## config.mk

```make
export PLATFORM = sky130hd
export DESIGN_NAME = ps2_scancode_rx_flat
export DESIGN_NICKNAME = d
export VERILOG_FILES = /design/src/rtl/ps2_pkg.sv /design/src/rtl/ps2_scancode_rx_if.sv /design/src/rtl/ps2_sync_filter.sv /design/src/rtl/ps2_scancode_rx.sv /design/src/flat_wrapper.sv
export SDC_FILE = /design/constraint.sdc
export NUM_CORES = 1
export LEC_CHECK = 0
export CAP_MARGIN = 20
export CORE_MARGIN = 2
export CORE_UTILIZATION = 50
export DETAILED_ROUTE_END_ITERATION = 12
export DONT_BUFFER_PORTS = 1
export SKIP_LAST_GASP = 1
export SLEW_MARGIN = 40
export SYNTH_ARGS = -nofsm -noshare
export SYNTH_HDL_FRONTEND = slang
export SYNTH_SLANG_ARGS = --single-unit
```

## constraint.sdc

```tcl
create_clock -name CLOCK_50 -period 7.99 [get_ports CLOCK_50]
set_input_delay 1.1985 -clock CLOCK_50 [delete_from_list [all_inputs] [get_ports CLOCK_50]]
set_output_delay 1.1985 -clock CLOCK_50 [all_outputs]
set_load 0.005 [all_outputs]
```

## src/rtl/ps2_pkg.sv

```systemverilog
// rtl/ps2_pkg.sv - shared types and constants for the PS/2 scancode receiver
//
// Contents:
//   ps2_state_e     frame FSM states (IDLE, DATA, PARITY, STOP)
//   PS2_PREFIX_EXT  extended-key prefix byte (E0)
//   PS2_PREFIX_BRK  break (key release) prefix byte (F0)
package ps2_pkg;

  typedef enum logic [1:0] {
    IDLE   = 2'd0,
    DATA   = 2'd1,
    PARITY = 2'd2,
    STOP   = 2'd3
  } ps2_state_e;

  localparam logic [7:0] PS2_PREFIX_EXT = 8'hE0;
  localparam logic [7:0] PS2_PREFIX_BRK = 8'hF0;

endpackage

```

## src/rtl/ps2_scancode_rx_if.sv

```systemverilog
// rtl/ps2_scancode_rx_if.sv - byte/key result bundle of the PS/2 receiver
//
// Signals:
//   byte_data  [7:0]  last accepted frame byte
//   byte_valid        one-cycle pulse per accepted byte
//   key_code   [7:0]  last non-prefix byte
//   key_break         key_code was preceded by F0
//   key_ext           key_code was preceded by E0
//   key_valid         one-cycle pulse per completed key event
//   hist       [31:0] last four accepted bytes, newest in [7:0]
//   frame_err         sticky framing/parity/timeout error
// Modports: master = receiver (drives), slave = consumer (display stage).
interface ps2_scancode_rx_if;
  logic [7:0]  byte_data;
  logic        byte_valid;
  logic [7:0]  key_code;
  logic        key_break;
  logic        key_ext;
  logic        key_valid;
  logic [31:0] hist;
  logic        frame_err;

  modport master (
    output byte_data, byte_valid, key_code, key_break, key_ext, key_valid, hist, frame_err
  );

  modport slave (
    input byte_data, byte_valid, key_code, key_break, key_ext, key_valid, hist, frame_err
  );
endinterface

```

## src/rtl/ps2_sync_filter.sv

```systemverilog
// rtl/ps2_sync_filter.sv - PS/2 line synchronizers, clock glitch filter, fall detect
//
// Ports:
//   clk_i      system clock
//   rst_ni     asynchronous active-low reset (already release-synchronized)
//   ps2_clk_i  raw keyboard clock (asynchronous)
//   ps2_dat_i  raw keyboard data (asynchronous)
//   sample_o   one-cycle pulse on each falling edge of the filtered clock
//   dat_o      synchronized keyboard data
module ps2_sync_filter #(
  parameter int FILT_CYC = 8
) (
  input  logic clk_i,
  input  logic rst_ni,
  input  logic ps2_clk_i,
  input  logic ps2_dat_i,
  output logic sample_o,
  output logic dat_o
);

  localparam int FW = (FILT_CYC > 1) ? $clog2(FILT_CYC + 1) : 1;

  logic [1:0]    clk_sync_q;
  logic [1:0]    dat_sync_q;
  logic          filt_q;
  logic [FW-1:0] cnt_q;
  logic          fall_q;

  // Both lines idle high, so the synchronizers reset to 1 and the filter
  // starts in the "clock high" state; no spurious edge after reset.
  always_ff @(posedge clk_i or negedge rst_ni) begin
    if (!rst_ni) begin
      clk_sync_q <= 2'b11;
      dat_sync_q <= 2'b11;
      filt_q     <= 1'b1;
      cnt_q      <= '0;
      fall_q     <= 1'b0;
    end else begin
      clk_sync_q <= {clk_sync_q[0], ps2_clk_i};
      dat_sync_q <= {dat_sync_q[0], ps2_dat_i};
      fall_q     <= 1'b0;
      if (clk_sync_q[1] == filt_q) begin
        // Any return to the accepted level restarts the stability window.
        cnt_q <= '0;
      end else if (cnt_q == FW'(FILT_CYC - 1)) begin
        filt_q <= clk_sync_q[1];
        cnt_q  <= '0;
        fall_q <= filt_q;
      end else begin
        cnt_q <= cnt_q + FW'(1);
      end
    end
  end

  assign sample_o = fall_q;
  assign dat_o    = dat_sync_q[1];

endmodule

```

## src/rtl/ps2_scancode_rx.sv

```systemverilog
// rtl/ps2_scancode_rx.sv - PS/2 keyboard frame receiver with scancode prefix decode
//
// Ports:
//   CLOCK_50  system clock, 50 MHz
//   resetn    asynchronous active-low reset (KEY[0])
//   PS2_CLK   raw keyboard clock
//   PS2_DAT   raw keyboard data
//   rx_if     result bundle (master): byte_data/byte_valid, key_code/key_break/
//             key_ext/key_valid, hist, frame_err
// Parameters:
//   FILT_CYC     cycles PS2_CLK must be stable before a level is accepted
//   TIMEOUT_CYC  idle cycles inside a frame before it is aborted
// Build option:
//   PS2_PARITY_CHECK_EN  when defined, frames with even data+parity ones are dropped
module ps2_scancode_rx
  import ps2_pkg::*;
#(
  parameter int FILT_CYC    = 8,
  parameter int TIMEOUT_CYC = 100000
) (
  input  logic                CLOCK_50,
  input  logic                resetn,
  input  logic                PS2_CLK,
  input  logic                PS2_DAT,
  ps2_scancode_rx_if.master   rx_if
);

  localparam int TW = $clog2(TIMEOUT_CYC + 1);

  // Reset asserts immediately but releases two clocks later, so no flop
  // leaves reset on an edge metastable with respect to resetn.
  logic rst_meta_q, rst_n;
  always_ff @(posedge CLOCK_50 or negedge resetn) begin
    if (!resetn) begin
      rst_meta_q <= 1'b0;
      rst_n      <= 1'b0;
    end else begin
      rst_meta_q <= 1'b1;
      rst_n      <= rst_meta_q;
    end
  end

  logic sample, dat;

  ps2_sync_filter #(.FILT_CYC(FILT_CYC)) u_filt (
    .clk_i     (CLOCK_50),
    .rst_ni    (rst_n),
    .ps2_clk_i (PS2_CLK),
    .ps2_dat_i (PS2_DAT),
    .sample_o  (sample),
    .dat_o     (dat)
  );

  ps2_state_e    state_q, state_d;
  logic [2:0]    bit_cnt_q, bit_cnt_d;
  logic [7:0]    shift_q, shift_d;
  logic [TW-1:0] tmo_q, tmo_d;
  logic          accept, err_set;
  logic          parity_ok;

`ifdef PS2_PARITY_CHECK_EN
  logic par_q, par_d;
  // Odd parity over data plus parity bit.
  assign parity_ok = ^{shift_q, par_q};
`else
  // Parity bit is consumed by the PARITY->STOP transition and otherwise ignored.
  assign parity_ok = 1'b1;
`endif

  always_ff @(posedge CLOCK_50 or negedge rst_n) begin
    if (!rst_n) begin
      state_q   <= IDLE;
      bit_cnt_q <= '0;
      shift_q   <= '0;
      tmo_q     <= '0;
`ifdef PS2_PARITY_CHECK_EN
      par_q     <= 1'b0;
`endif
    end else begin
      state_q   <= state_d;
      bit_cnt_q <= bit_cnt_d;
      shift_q   <= shift_d;
      tmo_q     <= tmo_d;
`ifdef PS2_PARITY_CHECK_EN
      par_q     <= par_d;
`endif
    end
  end

  always_comb begin
    state_d   = state_q;
    bit_cnt_d = bit_cnt_q;
    shift_d   = shift_q;
    tmo_d     = tmo_q;
    accept    = 1'b0;
    err_set   = 1'b0;
`ifdef PS2_PARITY_CHECK_EN
    par_d     = par_q;
`endif

    unique case (state_q)
      IDLE: begin
        // A high sample here is just an idle line, not an error.
        if (sample && !dat) begin
          state_d   = DATA;
          bit_cnt_d = '0;
        end
      end
      DATA: begin
        if (sample) begin
          shift_d   = {dat, shift_q[7:1]};
          bit_cnt_d = bit_cnt_q + 3'd1;
          if (bit_cnt_q == 3'd7) state_d = PARITY;
        end
      end
      PARITY: begin
        if (sample) begin
`ifdef PS2_PARITY_CHECK_EN
          par_d   = dat;
`endif
          state_d = STOP;
        end
      end
      STOP: begin
        if (sample) begin
          state_d = IDLE;
          if (dat && parity_ok) accept  = 1'b1;
          else                  err_set = 1'b1;
        end
      end
      default: state_d = IDLE;
    endcase

    // Inactivity watchdog, only meaningful while a frame is open.
    if (state_q == IDLE) begin
      tmo_d = '0;
    end else if (sample) begin
      tmo_d = '0;
    end else if (tmo_q == TW'(TIMEOUT_CYC - 1)) begin
      state_d = IDLE;
      err_set = 1'b1;
      tmo_d   = '0;
    end else begin
      tmo_d = tmo_q + TW'(1);
    end
  end

  logic [7:0]  byte_data_q, key_code_q;
  logic [31:0] hist_q;
  logic        byte_valid_q, key_valid_q, key_break_q, key_ext_q;
  logic        frame_err_q, ext_pend_q, brk_pend_q;

  always_ff @(posedge CLOCK_50 or negedge rst_n) begin
    if (!rst_n) begin
      byte_data_q  <= '0;
      byte_valid_q <= 1'b0;
      key_code_q   <= '0;
      key_break_q  <= 1'b0;
      key_ext_q    <= 1'b0;
      key_valid_q  <= 1'b0;
      hist_q       <= '0;
      frame_err_q  <= 1'b0;
      ext_pend_q   <= 1'b0;
      brk_pend_q   <= 1'b0;
    end else begin
      byte_valid_q <= accept;
      key_valid_q  <= 1'b0;
      if (err_set) frame_err_q <= 1'b1;
      if (accept) begin
        byte_data_q <= shift_q;
        hist_q      <= {hist_q[23:0], shift_q};
        if (shift_q == PS2_PREFIX_EXT) begin
          ext_pend_q <= 1'b1;
        end else if (shift_q == PS2_PREFIX_BRK) begin
          brk_pend_q <= 1'b1;
        end else begin
          key_code_q  <= shift_q;
          key_break_q <= brk_pend_q;
          key_ext_q   <= ext_pend_q;
          key_valid_q <= 1'b1;
          ext_pend_q  <= 1'b0;
          brk_pend_q  <= 1'b0;
        end
      end
    end
  end

  assign rx_if.byte_data  = byte_data_q;
  assign rx_if.byte_valid = byte_valid_q;
  assign rx_if.key_code   = key_code_q;
  assign rx_if.key_break  = key_break_q;
  assign rx_if.key_ext    = key_ext_q;
  assign rx_if.key_valid  = key_valid_q;
  assign rx_if.hist       = hist_q;
  assign rx_if.frame_err  = frame_err_q;

endmodule

```

## src/flat_wrapper.sv

```systemverilog
// flat-port wrapper written by rule: the top's interface ports become plain ports
module ps2_scancode_rx_flat import ps2_pkg::*;
#(
  parameter int FILT_CYC    = 8,
  parameter int TIMEOUT_CYC = 100000
)
  (CLOCK_50, resetn, PS2_CLK, PS2_DAT, rx_if_byte_data, rx_if_byte_valid, rx_if_key_code, rx_if_key_break, rx_if_key_ext, rx_if_key_valid, rx_if_hist, rx_if_frame_err);
  ps2_scancode_rx_if rx_if_i ();
  input  logic CLOCK_50;
  input  logic resetn;
  input  logic PS2_CLK;
  input  logic PS2_DAT;
  output wire logic [$bits(rx_if_i.byte_data)-1:0] rx_if_byte_data;
  output wire logic [$bits(rx_if_i.byte_valid)-1:0] rx_if_byte_valid;
  output wire logic [$bits(rx_if_i.key_code)-1:0] rx_if_key_code;
  output wire logic [$bits(rx_if_i.key_break)-1:0] rx_if_key_break;
  output wire logic [$bits(rx_if_i.key_ext)-1:0] rx_if_key_ext;
  output wire logic [$bits(rx_if_i.key_valid)-1:0] rx_if_key_valid;
  output wire logic [$bits(rx_if_i.hist)-1:0] rx_if_hist;
  output wire logic [$bits(rx_if_i.frame_err)-1:0] rx_if_frame_err;
  assign rx_if_byte_data = rx_if_i.byte_data;
  assign rx_if_byte_valid = rx_if_i.byte_valid;
  assign rx_if_key_code = rx_if_i.key_code;
  assign rx_if_key_break = rx_if_i.key_break;
  assign rx_if_key_ext = rx_if_i.key_ext;
  assign rx_if_key_valid = rx_if_i.key_valid;
  assign rx_if_hist = rx_if_i.hist;
  assign rx_if_frame_err = rx_if_i.frame_err;
  ps2_scancode_rx #(.FILT_CYC(FILT_CYC), .TIMEOUT_CYC(TIMEOUT_CYC)) u_core (.CLOCK_50(CLOCK_50), .resetn(resetn), .PS2_CLK(PS2_CLK), .PS2_DAT(PS2_DAT), .rx_if(rx_if_i));
endmodule
```

==> flow_metrics.env <==
export IMPL_drv_cap=0
export IMPL_cts_buffers=9
export IMPL_ys_seq_elements=89
export IMPL_r2r_cells=6
export IMPL_core_um2=7140
export IMPL_status="complete, no violations"
export IMPL_drtIter0Drc=123
export IMPL_crit_type="reg2reg"
export IMPL_final_cell_mix="125 x nand2_1, 83 x dfrtp_1, 24 x nor2_1, 13 x xnor2_1, 11 x o21ai_0"
export IMPL_rows=31
export IMPL_maxSlewViolCount=0
export IMPL_cts_tree="built"
export IMPL_clock_fmax_ghz=0.444
export IMPL_ctsHoldBuffers=0
export IMPL_finalHoldViolCount=0
export IMPL_power_density_nw_per_um2=215
export IMPL_dr_total_vias=2322
export IMPL_area_delta_synth_final_pct=7.89
export IMPL_firstDrtPassIters=4
export IMPL_vias_per_cell=5.11
export IMPL_regToRegStartpoint="u_core.u_filt.dat_sync_q[1]$_DFF_PN1_"
export IMPL_drc=0
export IMPL_post_dp_hpwl_mm=4.19
export IMPL_rrSetupSlack_ns=5.74
export IMPL_grt_max_degree=43
export IMPL_drive_above_1_share_pct=8.73
export IMPL_ctsResizeCount=0
export IMPL_postCtsSetupBuffers=0
export IMPL_die_w_um=89.0
export IMPL_insertion_delay_ns=0.35
export IMPL_diodes=0
export IMPL_postLayoutCoreUtil_pct=54.7
export IMPL_finalSetupViolCount=0
export IMPL_grt_pass1_wl_mm=10.5
export IMPL_clock_sinks=89
export IMPL_crit_arrival_ns=2.50
export IMPL_vdd_drop_max_v=0.000145
export IMPL_io_buffers=0
export IMPL_end_kind="flop"
export IMPL_rsz0062_at_grt="no"
export IMPL_cp_max_fo=36
export IMPL_gp_congestion=0.754
export IMPL_r2r_end="u_core.rx_if.key_break$_DFFE_PN0P_"
export IMPL_clock_path_buffers=2
export IMPL_final_common_cell="nand2_1"
export IMPL_cts_clk_slew_worst_paths_ns=0.09
export IMPL_syn_inst=355
export IMPL_tns_ns=0
export IMPL_nets=358
export IMPL_design_die_area_um2=7930
export IMPL_pre_cts_slack_ns=5.69
export IMPL_yosys_warnings=0
export IMPL_dpl_cell_area_um2=3670
export IMPL_ys_seq_area_share_pct=61.8
export IMPL_worst_pin_slew_ns=0.545
export IMPL_p_leak_nw=1.92
export IMPL_ant_nets=0
export IMPL_syn_area_per_cell_um2=10.2
export IMPL_fp_dieH_um=89.0
export IMPL_slew_headroom_pct=63.1
export IMPL_io_pins=57
export IMPL_synth_area_um2=3620
export IMPL_finalCritPeriodShare_pct=28.2
export IMPL_antenna_found_initial=0
export IMPL_stdcell_area_um2=3900
export IMPL_hold_path_class="reg2async"
export IMPL_htreeDepth=3
export IMPL_wl_mm=6.25
export IMPL_first_global_vias=2225
export IMPL_synth_cell_type_count=39
export IMPL_layout_setup_ws_ns=5.74
export IMPL_cp_required_ns=8.23
export IMPL_wire_per_inst_um=13.8
export IMPL_cts_root_buf="clkbuf_8"
export IMPL_finClkSkew_ns=0.00950
export IMPL_track_usage_pct=17.3
export IMPL_p_total_uw=840
export IMPL_period_needed_ns=2.25
export IMPL_grt_overflow_total=0
export IMPL_initial_utilization_pct=50.7
export IMPL_cp_start_kind="flop"
export IMPL_synth_nets=363
## sequential cells by signal (all words and copies together), names as in the netlist, 2 cells and up
| register | cells |
|---|---|
| u_core.rx_if.hist | 32 |
| u_core.tmo_q | 17 |
| u_core.rx_if.key_code | 8 |
| u_core.shift_q | 8 |
| u_core.u_filt.cnt_q | 4 |
| u_core.bit_cnt_q | 3 |
| u_core.state_q | 2 |
| u_core.u_filt.clk_sync_q | 2 |
| u_core.u_filt.dat_sync_q | 2 |
## cell families (layout without fill, tap and decap cells)
kind of cell / count (synthesis) / after routing / share of synthesized area, %
multiplexers: 5 / 5 / 1.56
adder cells (fa/ha/maj): 4 / 4 / 1.38
buffers and inverters: 30 / 30 / 4.39
flip-flops: 89 / 89 / 61.8
other: 1 / 1 / 0.104
AO/OA/AOI/OAI: 21 / 21 / 3.74
XOR/XNOR: 17 / 17 / 4.12
AND/OR/NAND/NOR: 188 / 188 / 22.9
## how the worst max path moves through the flow
stage	from	endpoint	slack [ns]
6_report	u_core.u_filt.dat_sync_q[1]$_DFF_PN1_	u_core.rx_if.key_break$_DFFE_PN0P_	5.74
5_1_grt	u_core.state_q[0]$_DFF_PN0_	u_core.rx_if.key_break$_DFFE_PN0P_	5.52
4_1_cts	u_core.u_filt.dat_sync_q[1]$_DFF_PN1_	u_core.rx_if.key_break$_DFFE_PN0P_	5.69
3_5_place_dp	u_core.u_filt.dat_sync_q[1]$_DFF_PN1_	u_core.rx_if.key_break$_DFFE_PN0P_	5.69
3_3_place_gp	u_core.u_filt.dat_sync_q[1]$_DFF_PN1_	u_core.rx_if.key_break$_DFFE_PN0P_	5.73
2_1_floorplan	u_core.rst_n$_DFF_PN0_	u_core.bit_cnt_q[0]$_DFFE_PN0P_	5.34
## per-layer routing
layer	share of wire (%)	global-route usage, %	vias to the layer above
met1	45	21.3	1129
met3	5.0	4.62	10
li1	-	-	1136
met4	2.0	7.33	0
met2	48	29.0	47
met5	0	0	-
## cell usage after synthesis (all sizes together)
cell	n	area share, %
or2	1	0.17
inv	11	1.1
nand2	125	13
nor3	6	0.83
nor2	24	2.5
xor2	4	0.97
o211ai	1	0.21
a221o	1	0.28
nand3	6	0.83
ha	4	1.4
clkbuf	5	0.52
a21oi	2	0.28
a41oi	2	0.48
o22a	2	0.48
dfstp	5	3.6
conb	1	0.10
nor4b	1	0.24
o21ai	11	1.5
xnor2	13	3.1
buf	14	2.7
and2	1	0.17
nor4	6	1.0
and4	2	0.48
nor2b	2	0.35
nor3b	3	0.62
a22o	2	0.48
nand4b	1	0.24
nand2b	1	0.17
nand4	6	1.4
dfrtp	84	58
mux2	5	1.6
nand3b	1	0.21
nor4bb	2	0.73
## area by class of cell
type / count / area [um^2]
sequential: 89 / 2240
timing repair buffer: 3 / 47.5
multi-input combinational: 236 / 1220
fill: 660 / 3240
inverter: 11 / 41.3
tap: 99 / 124
clock buffer: 10 / 138
clock inverter: 6 / 90.1
## power breakdown
part | total (mW) | switching, mW | internal (mW)
Combinational | 0.0271 | 0.0151 | 0.0120
Clock | 0.342 | 0.156 | 0.186
Sequential | 0.471 | 0.00852 | 0.462
Total | 0.840 | 0.180 | 0.660
## worst max-delay path: stages (launching register included)
cell and delay, ns:
dfstp_2 0.54, nand4_2 0.09, buf_4 0.27, inv_2 0.46, nand2b_1 0.24, inv_2 0.21
mux2_1 0.34
## per-stage QoR
step | std cells | hold slack, ns
2_1_floorplan | 355 | 0.331
3_3_place_gp | 436 | 0.337
3_5_place_dp | 438 | 0.194
4_1_cts | 454 | 0.196
5_1_grt | 454 | 0.215
6_report | 454 | 0.192
(Power assumes the default switching activity.)
